## config.mk

```make
export PLATFORM = sky130hd
export DESIGN_NAME = input_debouncer_flat
export DESIGN_NICKNAME = d
export VERILOG_FILES = /design/src/rtl/input_debouncer_if.sv /design/src/rtl/input_debouncer.sv /design/src/flat_wrapper.sv
export SDC_FILE = /design/constraint.sdc
export NUM_CORES = 1
export LEC_CHECK = 0
export BUFFER_PORTS_ARGS = -buffer_cell sky130_fd_sc_hd__buf_2
export CORE_AREA = 2 2 39 41
export CTS_BUF_LIST = sky130_fd_sc_hd__clkbuf_4 sky130_fd_sc_hd__clkbuf_8
export DETAILED_ROUTE_END_ITERATION = 8
export DIE_AREA = 0 0 41 43
export HOLD_SLACK_MARGIN = 0.06
export MAX_ROUTING_LAYER = met4
export PLACE_DENSITY = 0.47
export SYNTH_ARGS = -nofsm -noshare
export SYNTH_HDL_FRONTEND = slang
export SYNTH_SLANG_ARGS = --single-unit
export TNS_END_PERCENT = 1
```

## constraint.sdc

```tcl
create_clock -name clk -period 2.7 [get_ports clk]
set_input_delay 0.405 -clock clk [delete_from_list [all_inputs] [get_ports clk]]
set_output_delay 0.405 -clock clk [all_outputs]
set_load 0.05 [all_outputs]
```

## src/rtl/input_debouncer_if.sv

```systemverilog
// rtl/input_debouncer_if.sv - raw input and debounced outputs of the input debouncer
interface input_debouncer_if;
    logic d_raw;
    logic d;
    logic db;
    logic rise;
    logic fall;
    logic busy;

    modport master (
        output d_raw,
        input  d,
        input  db,
        input  rise,
        input  fall,
        input  busy
    );

    modport slave (
        input  d_raw,
        output d,
        output db,
        output rise,
        output fall,
        output busy
    );
endinterface

```

## src/rtl/input_debouncer.sv

```systemverilog
// rtl/input_debouncer.sv - synchroniser plus 4-state debounce FSM producing d, ~d and edge pulses
module input_debouncer #(
    parameter int   SYNC_STAGES   = 2,
    parameter int   STABLE_CYCLES = 4,
    parameter logic INIT_LEVEL    = 1'b0
) (
    input  logic               clk,
    input  logic               rst_n,
    input_debouncer_if.slave   bus
);
    localparam int CNT_W = $clog2(STABLE_CYCLES);
    localparam logic [CNT_W-1:0] CNT_LAST = CNT_W'(STABLE_CYCLES - 1);

    typedef enum logic [1:0] {
        IDLE_LO = 2'd0,
        WAIT_HI = 2'd1,
        IDLE_HI = 2'd2,
        WAIT_LO = 2'd3
    } state_t;

    localparam state_t RESET_STATE = INIT_LEVEL ? IDLE_HI : IDLE_LO;

    logic [SYNC_STAGES-1:0] sync_q;
    logic                   sync;
    state_t                 state, state_n;
    logic [CNT_W-1:0]       cnt, cnt_n;
    logic                   d_q, d_n;
    logic                   db_q;
    logic                   rise_q, rise_n;
    logic                   fall_q, fall_n;
    logic                   busy_q, busy_n;

    // The FSM only ever looks at the last synchroniser stage.
    assign sync = sync_q[SYNC_STAGES-1];

    always_ff @(posedge clk or negedge rst_n) begin
        if (!rst_n) begin
            sync_q <= {SYNC_STAGES{INIT_LEVEL}};
        end else begin
            sync_q <= {sync_q[SYNC_STAGES-2:0], bus.d_raw};
        end
    end

    always_ff @(posedge clk or negedge rst_n) begin
        if (!rst_n) begin
            state  <= RESET_STATE;
            cnt    <= '0;
            d_q    <= INIT_LEVEL;
            db_q   <= ~INIT_LEVEL;
            rise_q <= 1'b0;
            fall_q <= 1'b0;
            busy_q <= 1'b0;
        end else begin
            state  <= state_n;
            cnt    <= cnt_n;
            d_q    <= d_n;
            db_q   <= ~d_n;
            rise_q <= rise_n;
            fall_q <= fall_n;
            busy_q <= busy_n;
        end
    end

    always_comb begin
        state_n = state;
        cnt_n   = cnt;
        d_n     = d_q;
        rise_n  = 1'b0;
        fall_n  = 1'b0;
        case (state)
            IDLE_LO: begin
                if (sync) begin
                    state_n = WAIT_HI;
                    cnt_n   = '0;
                end
            end
            WAIT_HI: begin
                if (!sync) begin
                    state_n = IDLE_LO;
                    cnt_n   = '0;
                end else if (cnt == CNT_LAST) begin
                    state_n = IDLE_HI;
                    cnt_n   = '0;
                    d_n     = 1'b1;
                    rise_n  = 1'b1;
                end else begin
                    cnt_n = cnt + CNT_W'(1);
                end
            end
            IDLE_HI: begin
                if (!sync) begin
                    state_n = WAIT_LO;
                    cnt_n   = '0;
                end
            end
            WAIT_LO: begin
                if (sync) begin
                    state_n = IDLE_HI;
                    cnt_n   = '0;
                end else if (cnt == CNT_LAST) begin
                    state_n = IDLE_LO;
                    cnt_n   = '0;
                    d_n     = 1'b0;
                    fall_n  = 1'b1;
                end else begin
                    cnt_n = cnt + CNT_W'(1);
                end
            end
            default: begin
                state_n = RESET_STATE;
                cnt_n   = '0;
            end
        endcase
        busy_n = (state_n == WAIT_HI) || (state_n == WAIT_LO);
    end

    assign bus.d    = d_q;
    assign bus.db   = db_q;
    assign bus.rise = rise_q;
    assign bus.fall = fall_q;
    assign bus.busy = busy_q;
endmodule

```

## src/flat_wrapper.sv

```systemverilog
// flat-port wrapper written by rule: the top's interface ports become plain ports
module input_debouncer_flat 
#(
    parameter int   SYNC_STAGES   = 2,
    parameter int   STABLE_CYCLES = 4,
    parameter logic INIT_LEVEL    = 1'b0
)
  (clk, rst_n, bus_d_raw, bus_d, bus_db, bus_rise, bus_fall, bus_busy);
  input_debouncer_if bus_i ();
  input  logic clk;
  input  logic rst_n;
  input wire logic [$bits(bus_i.d_raw)-1:0] bus_d_raw;
  output wire logic [$bits(bus_i.d)-1:0] bus_d;
  output wire logic [$bits(bus_i.db)-1:0] bus_db;
  output wire logic [$bits(bus_i.rise)-1:0] bus_rise;
  output wire logic [$bits(bus_i.fall)-1:0] bus_fall;
  output wire logic [$bits(bus_i.busy)-1:0] bus_busy;
  assign bus_i.d_raw = bus_d_raw;
  assign bus_d = bus_i.d;
  assign bus_db = bus_i.db;
  assign bus_rise = bus_i.rise;
  assign bus_fall = bus_i.fall;
  assign bus_busy = bus_i.busy;
  input_debouncer #(.SYNC_STAGES(SYNC_STAGES), .STABLE_CYCLES(STABLE_CYCLES), .INIT_LEVEL(INIT_LEVEL)) u_core (.clk(clk), .rst_n(rst_n), .bus(bus_i));
endmodule
```

==> results of run 1 <==
[repair_timing]
item | CTS | global route
hold buffers | 1 | 0
endpoints found under the hold margin | 10 | 0
buffers inserted | 0 | 0
setup endpoints to repair | 0 | 0
[final cells by class]
cell class | count | share of cell area
sequential | 11 | 0.539
multi-input combinational | 18 | 0.276
clock buffer | 4 | 0.0585
timing repair buffer | 8 | 0.0878
tap | 16 | 0.0390
[path summary, 6_finish.rpt]
| kind | endpoint | slack, ns |
|---|---|---|
| worst max-delay path | bus_db | 1.27 |
| worst min-delay path | u_core.sync_q[0] | 0.24 |
| worst max register to register | u_core.state[1] | 1.42 |
| worst min register to register | u_core.sync_q[1] | 0.36 |
| max in group asynchronous | u_core.bus.db | 1.91 |
| min in group asynchronous | u_core.state[0] | 0.53 |
[sequential cells by signal (all words and copies together) (netlist names)]
signal and cells:
u_core.cnt 2, u_core.bus.busy 1, u_core.bus.rise 1, u_core.state 2, u_core.bus.fall 1, u_core.sync_q 2, u_core.bus.db 1, u_core.bus.d 1
[layout by cell type, fill, tap and decap left out]
master and count:
a21o_2 1, a21oi_1 1, a31oi_1 1, and2_2 2, buf_2 7, clkbuf_4 4, dfrtp_1 10, dfstp_2 1
dlygate4sd3_1 1, ha_1 1, mux2_2 1, nand2_1 2, nand2b_1 2, nand3_1 1, nor3b_1 2, o21ai_0 2
o32ai_2 1, xor2_2 1
[routing by layer]
layer  vias to the layer above  GRT usage  wire length (um)
li1                        124          -                 -
met5                         -          -                 0
met3                         5     0.0471                38
met1                       115      0.120               259
met4                         0      0.120                34
met2                         8      0.131               286
[kinds of logic (layout without fill, tap and decap cells)]
logic type | after synthesis | in the layout | share of synthesized area
buffers and inverters | 0 | 12 | 0
flip-flops | 11 | 11 | 0.662
adder cells (fa/ha/maj) | 1 | 1 | 0.0299
XOR/XNOR | 1 | 1 | 0.0389
multiplexers | 1 | 1 | 0.0269
AND/OR/NAND/NOR | 9 | 9 | 0.132
AO/OA/AOI/OAI | 6 | 6 | 0.111
[synth_stat cells]
library cell,n,area share
nand3_1,1,0.012
nor3b_1,2,0.036
nand2_1,2,0.018
xor2_2,1,0.039
and2_2,2,0.036
nand2b_1,2,0.030
ha_1,1,0.030
a31oi_1,1,0.015
a21oi_1,1,0.012
a21o_2,1,0.021
mux2_2,1,0.027
o32ai_2,1,0.039
dfrtp_1,10,0.60
dfstp_2,1,0.063
o21ai_0,2,0.024
[report_power, final]
part / switching [mW] / internal [mW] / leakage (nW)
Clock: 0.0510 / 0.0672 / 0.0184
Sequential: 0.0325 / 0.205 / 0.139
Combinational: 0.0944 / 0.0568 / 0.0822
==> metrics.txt, run 1 <==
final wirelength=approximately 620 um; worst hold margin=0.244 ns; sequence of cells on the critical path=buf_2; Cell Area, Synth=~420 um2; Layout fillers=~140; Longest Clk Path Bufs=2; first-pass GRT wire length=between 1000 and 1500 um; WP buf/inv=1; Slew HR=0.836; sequential-to-total area share from yosys stat=0.662; hold crit path type=input pin to flip-flop; Reg area=around 280 um2; r2r startpoint=u_core.cnt[0]; Die W=just over 40 um; drt initial violations=3; H-tree depth=1; area grow syn2layout=22.8%; pin count of the biggest net entering global routing=12; min Tclk post-route=between 1 and 1.5 ns; flops & latches, synth=11; placed insts=between 50 and 60; Worst VDD drop=0.341 mV; DRC viols=0; Final WS setup=between 1 and 1.5 ns; GR Overflow Total=0; PortBufs=7; multi-input logic area=141 um2; Netlist cell types=15; max-cap violation count=0; Hold Crit Depth=1; final hold violation count=0; clock transition at the registers of the reported paths=around 0.060 ns; Finished Layout Cells=between 50 and 60; CTS tree=yes; CP delay by family, top=flip-flops; total core area=roughly 0.0014 mm2; FP Rows=14; Synth Net Count=33; Avg WL per Cell=between 10 and 15 um; layout cells sized above 1=0.439; CTS root buffer=clkbuf_4; clk sinks=11; IO Pins=8; CP Data Required Time=between 2 and 2.5 ns; placed cell area=between 400 and 500 um2; Max Slew Vio Count=0; power consumption=0.507 mW; CP Capture Type=output port; Worst Min Path Start=bus_d_raw; Ys Warns=0; Initial Util=0.302; vias in the first global route=about 280; antenna-violating nets left=0; Final Skew=0.00306 ns; Num CTS Buffers=3; CTS resizes=0; GP Congestion=between 0.7 and 0.8; Ant. Diodes=0; gr usage total=0.109; Lkg Pwr=between 0.2 and 0.25 nW; Gate Count Post-Synth=29; Core Util, Final=0.371; fin nets=46; Max Clock Freq=around 0.70 GHz; Tightest Pin Transition=~0.25 ns; clock latency on the worst-skew pair=0.26 ns; routed via count=about 250; setup_tns=0 ns; pre-CTS worst setup slack=1.43 ns; total die area=between 0.0015 and 0.002 mm2; die span in y=43 um; crit share post-route=0.529; post-route cell area=approximately 510 um2; initial antenna violation count=0; syn_area_per_cell=14.4 um2; routed vias/inst=4.42; Worst path max stage delay=0.51 ns; CP arrival=~1.0 ns; RSZ-0062 raised after global routing=false; CP Launch Point=u_core.bus.db; critical path launch point type=flip-flop; PwrDens=roughly 990 mW/mm2; Worst path depth=1; CP max FO=1; outcome=complete, no violations; WS Path Type=flip-flop to output port; final setup violation count=0; drt pass-1 iters=2; reg2reg path depth=3; Slowest-stage cell, CP=dfstp_2
(Power assumes the default switching activity.)
==> run 2, diff against run 1 <==
--- a/config.mk
+++ b/config.mk
@@ -5,6 +5,7 @@
 export SDC_FILE = /design/constraint.sdc
 export NUM_CORES = 1
 export LEC_CHECK = 0
+export ABC_AREA = 1
 export BUFFER_PORTS_ARGS = -buffer_cell sky130_fd_sc_hd__buf_2
 export CORE_AREA = 2 2 39 41
 export CTS_BUF_LIST = sky130_fd_sc_hd__clkbuf_4 sky130_fd_sc_hd__clkbuf_8
@@ -12,7 +13,7 @@
 export DIE_AREA = 0 0 41 43
 export HOLD_SLACK_MARGIN = 0.06
 export MAX_ROUTING_LAYER = met4
-export PLACE_DENSITY = 0.47
+export PLACE_DENSITY = 0.49
 export SYNTH_ARGS = -nofsm -noshare
 export SYNTH_HDL_FRONTEND = slang
 export SYNTH_SLANG_ARGS = --single-unit
==> constraint.sdc (replaced) <==
create_clock -name clk -period 1.25 [get_ports clk]
set_input_delay 0.1875 -clock clk [delete_from_list [all_inputs] [get_ports clk]]
set_output_delay 0.1875 -clock clk [all_outputs]
set_load 0.05 [all_outputs]
==> run 2 against run 1 <==
Net effect: largest power group unchanged; setup slack lost 1.2 ns; highest routed layer unchanged; flip-flop and latch count is the same; sequential power grew 110%; combinational power grew 130%; via count grew 15%; non-clock buffer count grew 1; worst hold slack gained 0.073 ns; cell count grew 21%; critical path depth is the same; global-route usage shrank 1.4 points.
==> metrics.txt, run 2 <==
CP Data Required Time=1.06 ns (was 2.30 ns); Finished Layout Cells=69 (was 57); routed via count=289 (was 252); total die area=0.00176 mm2 (unchanged); WP buf/inv=1 (unchanged); outcome=complete, no violations (unchanged); PwrDens=2140 mW/mm2 (was 989 mW/mm2); Sw Ratio=0.378 (was 0.351); Initial Util=0.300 (was 0.302); post-CTS setup buffer count=0 (unchanged); Max Slew Vio Count=0 (unchanged); HPWL Detailed=approximately 470 um; vias in the first global route=291 (was 279); cell-internal power=0.692 mW (was 0.329 mW); Num CTS Buffers=3 (unchanged); Main synth FF type=dfrtp_1 (unchanged); Cell Area, Synth=415 um2 (was 418 um2); PortBufs=7 (unchanged); pin count of the biggest net entering global routing=12 (unchanged); Core Util, Final=0.376 (was 0.371); Max Clock Freq=0.828 GHz; drt pass-1 iters=2 (unchanged); H-tree depth=1 (unchanged); final wirelength=635 um (was 618 um); most frequent cell after synthesis=dfrtp_1 (unchanged); Synth area leader=dfrtp_1 (unchanged); Ant. Diodes=0 (unchanged); Tightest Pin Transition=0.241 ns (was 0.246 ns); Worst path depth=1 (unchanged); reg2reg path depth=6 (was 3); Die W=41 um (unchanged); Layout fillers=139 (was 144); clk sinks=11 (unchanged); commonest cells after routing, fill and taps aside=10 x dfrtp_1, 9 x nand2_1, 7 x buf_2, 5 x nor2_1 (was 10 x dfrtp_1, 7 x buf_2, 4 x clkbuf_4); FP Rows=14 (unchanged); Reg power frac=0.454 (was 0.469); CP Launch Point=u_core.bus.db (unchanged); GR Overflow Total=0 (unchanged); Netlist cell types=13 (was 15); DRC viols=0 (unchanged); sequential-to-total area share from yosys stat=0.666 (was 0.662); max-cap violation count=0 (unchanged); r2r startpoint=u_core.cnt[0] (unchanged); final hold violation count=0 (unchanged); sequence of cells on the critical path=buf_2 (unchanged); r2r endpoint=u_core.bus.d (was u_core.state[1]); Final Skew=0.00242 ns (was 0.00306 ns); GP Congestion=0.746 (was 0.728); Lkg Pwr=0.284 nW (was 0.239 nW); Synth Net Count=44 (was 33); largest registers=u_core.cnt (2), u_core.state (2), u_core.sync_q (2) (unchanged); Psw=0.420 mW (was 0.178 mW); min Tclk post-route=about 1.2 ns; Post-synth EDFFs=0 (unchanged); layout cells sized above 1=0.302 (was 0.439); gr usage total=0.0950 (was 0.109); combinational power share=0.310 (was 0.298); hold crit path type=input pin to asynchronous set/reset pin (was input pin to flip-flop); commonest non-fill, non-tap cell in the layout=dfrtp_1 (unchanged); CTS tree=yes (unchanged); Longest Clk Path Bufs=2 (unchanged); total core area=0.00138 mm2 (unchanged); Slew HR=0.840 (was 0.836); share of the synthesized area in the top cell type=0.602 (was 0.599); drt initial violations=2 (was 3); register-to-register setup slack=0.17 ns (was 1.42 ns); area grow syn2layout=25.3% (was 22.8%); placed insts=63 (was 52); initial antenna violation count=0 (unchanged); RSZ-0062 raised after global routing=false (unchanged); IO Pins=8 (unchanged); Slowest-stage cell, CP=dfstp_2 (unchanged); Gate Count Post-Synth=40 (was 29); flops & latches, synth=11 (unchanged); CTS root buffer=clkbuf_4 (unchanged); clock share of power=0.235 (was 0.233); final setup violation count=0 (unchanged); commonest cells in the netlist=10 x dfrtp_1, 9 x nand2_1, 5 x nor2_1, 4 x inv_1; CP Capture Type=output port (unchanged); CP arrival=1.02 ns (about the same); crit share post-route=0.967; critical path launch point type=flip-flop (unchanged); pre-CTS worst setup slack=0.180 ns (was 1.43 ns); CP delay by family, top=flip-flops (unchanged); WS Path Type=flip-flop to output port (unchanged); setup_tns=0 ns (unchanged); Worst VDD drop=0.641 mV (was 0.341 mV); power consumption=1.11 mW (was 0.507 mW); die span in y=43 um (unchanged); syn_area_per_cell=10.4 um2 (was 14.4 um2); routed vias/inst=4.19 (was 4.42); Final WS setup=0.0418 ns (was 1.27 ns); clock transition at the registers of the reported paths=0.07 ns (was 0.06 ns); Worst path max stage delay=0.51 ns (about the same); Ys Warns=0 (unchanged); asr flop ratio synth=1.00 (unchanged); antenna-violating nets left=0 (unchanged); Synth area leaders=dfrtp_1 60%, nand2_1 8.1%, dfstp_2 6.3% (was dfrtp_1 60%, dfstp_2 6.3%, o32ai_2 3.9%); first-pass GRT wire length=1070 um (was 1120 um); clock latency on the worst-skew pair=0.26 ns (about the same); Avg WL per Cell=9.20 um (was 10.8 um); CP max FO=1 (unchanged); fin nets=58 (was 46)
## run 2: worst reg2reg max path, cell delays in order (launching register included)
cell and delay [ns]:
dfrtp_1 0.40, ha_1 0.24, nand2_2 0.09, clkinv_2 0.07
nand2_2 0.09, nand2_1 0.05, o21ai_1 0.06
## run 2: logic make-up after synthesis
logic type                 count (synthesis)  synth area share
and+or+nand+nor                           20             0.211
DFF                                       11             0.666
buffers and inverters                      5            0.0482
AOI/OAI and AO/OA                          3            0.0452
adders and majority gates                  1            0.0301
## run 2: repair_timing
item,in CTS,in global routing
hold endpoints to repair,12,0
hold buffers,2,0
resized for setup,0,0
## run 2: worst max path at each step
stage / end / slack (ns)
global placement: u_core.bus.d / 0.19
global route: bus_db / 0.01
finish: bus_db / 0.04
detailed placement: u_core.bus.d / 0.18
floorplan: u_core.bus.d / 0.23
CTS: bus_db / 0.03
## run 2: final cells by class
| type | count | area, um2 | share of cell area |
|---|---|---|---|
| sequential | 11 | 277 | 0.531 |
| multi-input combinational | 24 | 119 | 0.228 |
| timing repair buffer | 9 | 55.1 | 0.106 |
| clock buffer | 4 | 30.0 | 0.0577 |
| inverter | 5 | 20.0 | 0.0385 |
| tap | 16 | 20.0 | 0.0385 |
## run 2: metrics by stage
step	area (um2)	hold WS [ns]
detailed placement	470	0.0706
floorplan	415	-0.108
finish	520	0.317
global route	520	0.351
CTS	520	0.317
global placement	470	0.0689
## run 2: power by group through the flow
stage,Combinational [mW],Sequential [mW],Clock (mW)
after floorplan,0.136,0.641,0
after global placement,0.341,0.513,0
final,0.345,0.505,0.262
after global routing,0.382,0.519,0.278
after detailed placement,0.346,0.513,0
after CTS,0.352,0.507,0.270
## run 2: routing by layer
metal,share of wire,global-route usage
met5,0,-
met4,0.016,0.0600
met1,0.48,0.114
met3,0.057,0.0314
met2,0.44,0.131
